## config.mk

```make
export PLATFORM = sky130hd
export DESIGN_NAME = ram_cycle_seq
export DESIGN_NICKNAME = d
export VERILOG_FILES = /design/src/rtl/ram_cycle_seq.sv
export SDC_FILE = /design/constraint.sdc
export NUM_CORES = 1
export LEC_CHECK = 0
export ABC_AREA = 1
export CORE_MARGIN = 5
export CORE_UTILIZATION = 40
export CTS_CLUSTER_DIAMETER = 30
export DETAILED_ROUTE_END_ITERATION = 6
export HOLD_SLACK_MARGIN = 0.05
export PLACE_DENSITY = 0.71
export REMOVE_ABC_BUFFERS = 1
export SETUP_SLACK_MARGIN = 0.1
export SYNTH_ARGS = -nofsm -noshare
export SYNTH_HDL_FRONTEND = slang
export SYNTH_SLANG_ARGS = --single-unit
export TNS_END_PERCENT = 5
```

## constraint.sdc

```tcl
create_clock -name CLK -period 1.08 [get_ports CLK]
set_input_delay 0.27 -clock CLK [delete_from_list [all_inputs] [get_ports CLK]]
set_output_delay 0.27 -clock CLK [all_outputs]
set_load 0.01 [all_outputs]
```

## src/rtl/ram_cycle_seq.sv

```systemverilog
// Purpose: synchronous SRAM cycle sequencer behind the 68000 bus decoder.
// Latency: DTACK rises WAIT_STATES+2 CLK after a data strobe is first seen synchronized.
// Backpressure: the bus is held off by withholding DTACK; an idle strobe times out after TIMEOUT CLK.
//
// Ports:
//   CLK, RST              clock and synchronous active-high reset
//   _AS, _UDS, _LDS       asynchronous 68000 strobes (active-low), synchronized here
//   RW, ram_sel           bus direction and decoded select, sampled unsynchronized
//   wr_protect            target lies in the write-protected maprom shadow
//   _RAM_OE, _RAM_WE_U/L  SRAM pin strobes (active-low, registered)
//   DTACK                 data acknowledge, positive logic (registered)
//   busy                  sequencer is not idle
//   wp_hit                one-cycle pulse when a protected write is swallowed
module ram_cycle_seq #(
    parameter int SYNC_STAGES = 2,
    parameter int WAIT_STATES = 1,
    parameter int TIMEOUT     = 15
) (
    input  logic CLK,
    input  logic RST,
    input  logic _AS,
    input  logic _UDS,
    input  logic _LDS,
    input  logic RW,
    input  logic ram_sel,
    input  logic wr_protect,
    output logic _RAM_OE,
    output logic _RAM_WE_U,
    output logic _RAM_WE_L,
    output logic DTACK,
    output logic busy,
    output logic wp_hit
);

    localparam int TW = $clog2(TIMEOUT + 1);
    localparam logic [TW-1:0] TIMEOUT_V = TW'(TIMEOUT);
    localparam logic [2:0]    WAIT_V    = 3'(WAIT_STATES);

    typedef enum logic [2:0] {
        ST_IDLE,
        ST_ARM,
        ST_STROBE,
        ST_ACK,
        ST_END
    } state_t;

    state_t                 state_q, state_d;
    logic [SYNC_STAGES-1:0] as_sync_q, as_sync_d;
    logic [SYNC_STAGES-1:0] uds_sync_q, uds_sync_d;
    logic [SYNC_STAGES-1:0] lds_sync_q, lds_sync_d;
    logic [TW-1:0]          tcnt_q, tcnt_d, tcnt_inc;
    logic [2:0]             wcnt_q, wcnt_d;
    logic                   rw_l_q, rw_l_d;
    logic                   u_l_q, u_l_d;
    logic                   l_l_q, l_l_d;
    logic                   wp_l_q, wp_l_d;
    logic                   seen_q, seen_d;
    logic                   oe_n_q, oe_n_d;
    logic                   we_u_n_q, we_u_n_d;
    logic                   we_l_n_q, we_l_n_d;
    logic                   dtack_q, dtack_d;
    logic                   busy_q, busy_d;
    logic                   wp_hit_q, wp_hit_d;

    logic as_s, uds_s, lds_s, ds_s, strobing;

    assign as_s  = as_sync_q[SYNC_STAGES-1];
    assign uds_s = uds_sync_q[SYNC_STAGES-1];
    assign lds_s = lds_sync_q[SYNC_STAGES-1];
    assign ds_s  = !uds_s || !lds_s;

    always_comb begin
        state_d    = state_q;
        as_sync_d  = {as_sync_q[SYNC_STAGES-2:0], _AS};
        uds_sync_d = {uds_sync_q[SYNC_STAGES-2:0], _UDS};
        lds_sync_d = {lds_sync_q[SYNC_STAGES-2:0], _LDS};
        tcnt_d     = tcnt_q;
        tcnt_inc   = tcnt_q + 1'b1;
        wcnt_d     = wcnt_q;
        rw_l_d     = rw_l_q;
        u_l_d      = u_l_q;
        l_l_d      = l_l_q;
        wp_l_d     = wp_l_q;
        // A cycle is only eligible once _AS has been observed high, so a
        // cycle already under way at reset (or at a timeout) is never picked up.
        seen_d     = seen_q || as_s;

        case (state_q)
            ST_IDLE: begin
                if (!as_s && ram_sel && seen_q) begin
                    state_d = ST_ARM;
                    tcnt_d  = '0;
                end
            end
            ST_ARM: begin
                if (as_s) begin
                    state_d = ST_IDLE;
                end else if (ds_s) begin
                    rw_l_d  = RW;
                    u_l_d   = !uds_s;
                    l_l_d   = !lds_s;
                    wp_l_d  = wr_protect;
                    wcnt_d  = WAIT_V;
                    state_d = ST_STROBE;
                end else begin
                    tcnt_d = tcnt_inc;
                    if (tcnt_inc == TIMEOUT_V) begin
                        // Abandoned cycle: do not re-arm on the same _AS assertion.
                        state_d = ST_IDLE;
                        seen_d  = 1'b0;
                    end
                end
            end
            ST_STROBE: begin
                if (wcnt_q == 3'd0) begin
                    state_d = ST_ACK;
                end else begin
                    wcnt_d = wcnt_q - 3'd1;
                end
            end
            ST_ACK: begin
                if (as_s) begin
                    state_d = ST_IDLE;
                end else if (!ds_s) begin
                    state_d = ST_END;
                end
            end
            ST_END: begin
                if (as_s) begin
                    state_d = ST_IDLE;
                end
            end
            default: state_d = ST_IDLE;
        endcase

        // Outputs are registered from the next state so pins change on the
        // same edge as the state they belong to.
        strobing = (state_d == ST_STROBE) || (state_d == ST_ACK);
        oe_n_d   = !(strobing && rw_l_d);
        we_u_n_d = !(strobing && !rw_l_d && !wp_l_d && u_l_d);
        we_l_n_d = !(strobing && !rw_l_d && !wp_l_d && l_l_d);
        dtack_d  = (state_d == ST_ACK);
        busy_d   = (state_d != ST_IDLE);
        wp_hit_d = (state_q == ST_ARM) && (state_d == ST_STROBE) && !rw_l_d && wp_l_d;
    end

    always_ff @(posedge CLK) begin
        if (RST) begin
            state_q    <= ST_IDLE;
            // _AS synchronizer resets to "asserted" so it cannot fake a
            // seen-high sample before the real pin value has propagated.
            as_sync_q  <= '0;
            uds_sync_q <= '1;
            lds_sync_q <= '1;
            tcnt_q     <= '0;
            wcnt_q     <= '0;
            rw_l_q     <= 1'b0;
            u_l_q      <= 1'b0;
            l_l_q      <= 1'b0;
            wp_l_q     <= 1'b0;
            seen_q     <= 1'b0;
            oe_n_q     <= 1'b1;
            we_u_n_q   <= 1'b1;
            we_l_n_q   <= 1'b1;
            dtack_q    <= 1'b0;
            busy_q     <= 1'b0;
            wp_hit_q   <= 1'b0;
        end else begin
            state_q    <= state_d;
            as_sync_q  <= as_sync_d;
            uds_sync_q <= uds_sync_d;
            lds_sync_q <= lds_sync_d;
            tcnt_q     <= tcnt_d;
            wcnt_q     <= wcnt_d;
            rw_l_q     <= rw_l_d;
            u_l_q      <= u_l_d;
            l_l_q      <= l_l_d;
            wp_l_q     <= wp_l_d;
            seen_q     <= seen_d;
            oe_n_q     <= oe_n_d;
            we_u_n_q   <= we_u_n_d;
            we_l_n_q   <= we_l_n_d;
            dtack_q    <= dtack_d;
            busy_q     <= busy_d;
            wp_hit_q   <= wp_hit_d;
        end
    end

    assign _RAM_OE   = oe_n_q;
    assign _RAM_WE_U = we_u_n_q;
    assign _RAM_WE_L = we_l_n_q;
    assign DTACK     = dtack_q;
    assign busy      = busy_q;
    assign wp_hit    = wp_hit_q;

endmodule

```

==> results.md <==
* TritonCTS buffer count at 3
* Total wire length at 2.30 mm
* Area Overhead vs Synth at 36.3%
* Sink Count at 27
* Worst path max stage delay at 360 ps
* Drt initial violations at 19
* I/O pin cnt at 14
* Clock Tree Buf Depth at 2
* Core Rows at 19
* Unrepaired setup endpoints after global routing: yes
* Final ANT Viol Nets at 0
* Worst r2r src: state_q[2]
* Relative slew margins at 0.845
* Area share of the largest cell type after synthesis at 0.465
* Fin worst setup slack at -188 ps
* Final Util at 0.570
* Worst-skew pair later-pin latency at 320 ps
* Largest net degree at the start of global routing at 17
* Critical path class: flip-flop to flip-flop
* Post-Place Worst Slack at -267 ps
* Post-synthesis mux area share at 0
* Main synth FF type: dfxtp_1
* Worst hold-check path type: flip-flop to flip-flop
* Setup crit start: state_q[2]
* Drt drc at 0
* CP most frequent cell: nand2_1
* Number of global-route vias before repair at 1,008
* Post-synth cell types at 20
* Fin. max-slew vios at 0
* Worst-path cell chain: inv_4 -> nand2_1 -> nor2_4 -> o21ai_4 -> buf_4 -> nand2_2 -> nand2_1 -> a21oi_1
* Cell area after placement at 0.00147 sq mm
* # fillers at 256
* Peak VDD IR at 0.681 mV
* Synth area leaders: dfxtp_1 47%, nand2_1 11%, inv_1 8.1%
* MaxCap Viol Count at 0
* FMAX at 0.789 GHz
* Layout cells sized above 1 at 0.385
* P per Cell Area at 1140 mW/mm^2
* CP endpoint kind: flip-flop
* Die width at 63.9 um
* Grt ovf at 0
* IO Port Bufs at 13
* Hold Startpoint: as_sync_q[0]
* Post-Synth Adder-Cell Area at 0.0431
* Xor/xnor share of the synthesized area at 0.00753
* DR pass1 iterations at 4
* Mapped Cells at 158
* ANT cells at 0
* Worst r2r path cells at 8
* Die area at 0.00408 sq mm
* Synth Area in Compound Gates at 0.0797
* Tcrit/Tclk final at 1.17
* Synthesis Warnings at 0
* Gp weighted congestion at 0.755
* Most common cell after layout, fill and taps aside: nand2_1
* Asr flop ratio synth at 0
* CP max stage cell: dfxtp_2
* Root Buffer: clkbuf_4
* Vias at 1,081
* Main combinational cell family by area after synthesis: simple AND/OR/NAND/NOR gates
* Final min period at 1270 ps
* Die Y at 63.9 um
* Highest-count cells in the layout ignoring fill and taps: 30 x nand2_1, 22 x buf_4, 20 x dfxtp_1, 20 x inv_1, 16 x nor2_1
* Worst-Margin Slew at 233 ps
* Number of enable flip-flop cells after synthesis at 0
* H-tree lvl count at 1
* Seq/Total Area, Yosys at 0.465
* Reg clk slew, reported paths at 150 ps
* Data arrival, critical path at 1520 ps
* Design Area, Final at 0.00158 sq mm
* Initial antenna violation count at 0
* Global-route wire length before repair at 4.05 mm
* CP Launch Type: flip-flop
* Synth Area in Simple Gates at 0.305
* Hold Fails Final Rpt at 0
* Synth Cell Area at 0.00116 sq mm
* WP data required at 1340 ps
* TritonCTS clock tree: built
* Initial core utilization at 0.418
* Core area at 0.00278 sq mm
* Fin Clk Skew at 7.49 ps
* Hold depth at 2
* Wire per inst at 10.2 um
* CP Max Fanout at 6
* Hold buffers post-CTS at 0
* GRT Total Usage at 0.120
* Leakage at 0.720 nW
* Final setup violation count at 18
* Status: complete, but fails checks
* Final HPWL DP at 1.74 mm
* Synth Register Bits at 27
* Final net count at 208
* Area leader, netlist: dfxtp_1
* Vias/cell at 4.78
* Avg Inst Size Synth at 7.36 sq um
* Failing checks: negative setup slack
==> worst max-delay path: cells and delay by family (launching register included) <==
| family | cells | cell delay, ps |
|---|---|---|
| buffers and inverters | 2 | 210 |
| DFF | 1 | 360 |
| and+or+nand+nor | 4 | 380 |
| AOI/OAI and AO/OA | 2 | 230 |
==> cells by family (layout without fill, tap and decap cells) <==
kind of cell,count (synthesis),after routing
and+or+nand+nor,78,78
buffers and inverters,31,68
DFF,27,27
AOI/OAI and AO/OA,17,17
adders and majority gates,4,4
xor gates and xnor gates,1,1
==> worst paths after layout <==
| check | end | slack, ps |
|---|---|---|
| max reg2reg | wcnt_q[2] | -190 |
| min reg2reg | as_sync_q[1] | 420 |
| max | wcnt_q[2] | -190 |
| min | as_sync_q[1] | 420 |
==> repair_timing <==
item,in CTS,in global routing
pin swaps,5,5
setup endpoints to repair,26,30
endpoints found under the hold margin,0,0
setup buffers,1,2
resized for setup,49,13
==> power breakdown <==
group	total, W	internal, W	switching, W
clock	0.000436	0.000141	0.000295
combinational	0.000299	0.000141	0.000158
sequential	0.00106	0.00104	0.0000263
total	0.00180	0.00132	0.000479
==> flip-flops by register name (all words and copies together) (netlist names), 2 cells and up <==
register and flops:
tcnt_q 4, state_q 3, wcnt_q 3, as_sync_q 2
lds_sync_q 2, uds_sync_q 2
==> per-layer routing <==
layer  routed length (um)  global-route usage  up-vias  share of wire
met1                  914               0.134      483           0.40
li1                     -                   -      568              -
met4                   35              0.0390        0          0.015
met5                    0                   0        -              0
met3                  157              0.0280        4          0.068
met2                 1190               0.221       26           0.52
==> cell usage after synthesis, types with 2 or more instances <==
master and n:
nor2_1 21, o21ai_2 2, nor2_4 2, nand2_1 33, ha_1 4, or2_2 4
inv_2 4, inv_1 25, clkbuf_1 2, nand4_1 3, nand3_1 9, a21oi_1 9
o21ai_0 6, or2_0 2, dfxtp_1 27
==> layout make-up <==
type,count,area [sq um],share of cell area
multi-input combinational,100,587,0.370
sequential,27,552,0.348
timing repair buffer,35,265,0.167
inverter,29,111,0.0703
tap,31,38.8,0.0245
clock buffer,3,22.5,0.0142
clock inverter,1,7.51,0.00474
==> per-stage QoR <==
stage | hold slack (ps) | power (W) | std cells | setup TNS (ps)
after floorplan | 339 | 0.00122 | 156 | -542
final | 421 | 0.00180 | 226 | -1710
after detailed placement | 400 | 0.00134 | 219 | -4660
after global placement | 396 | 0.00134 | 219 | -3880
after CTS | 430 | 0.00180 | 224 | -1940
after global routing | 426 | 0.00190 | 226 | -3640
(Power assumes the default switching activity.)
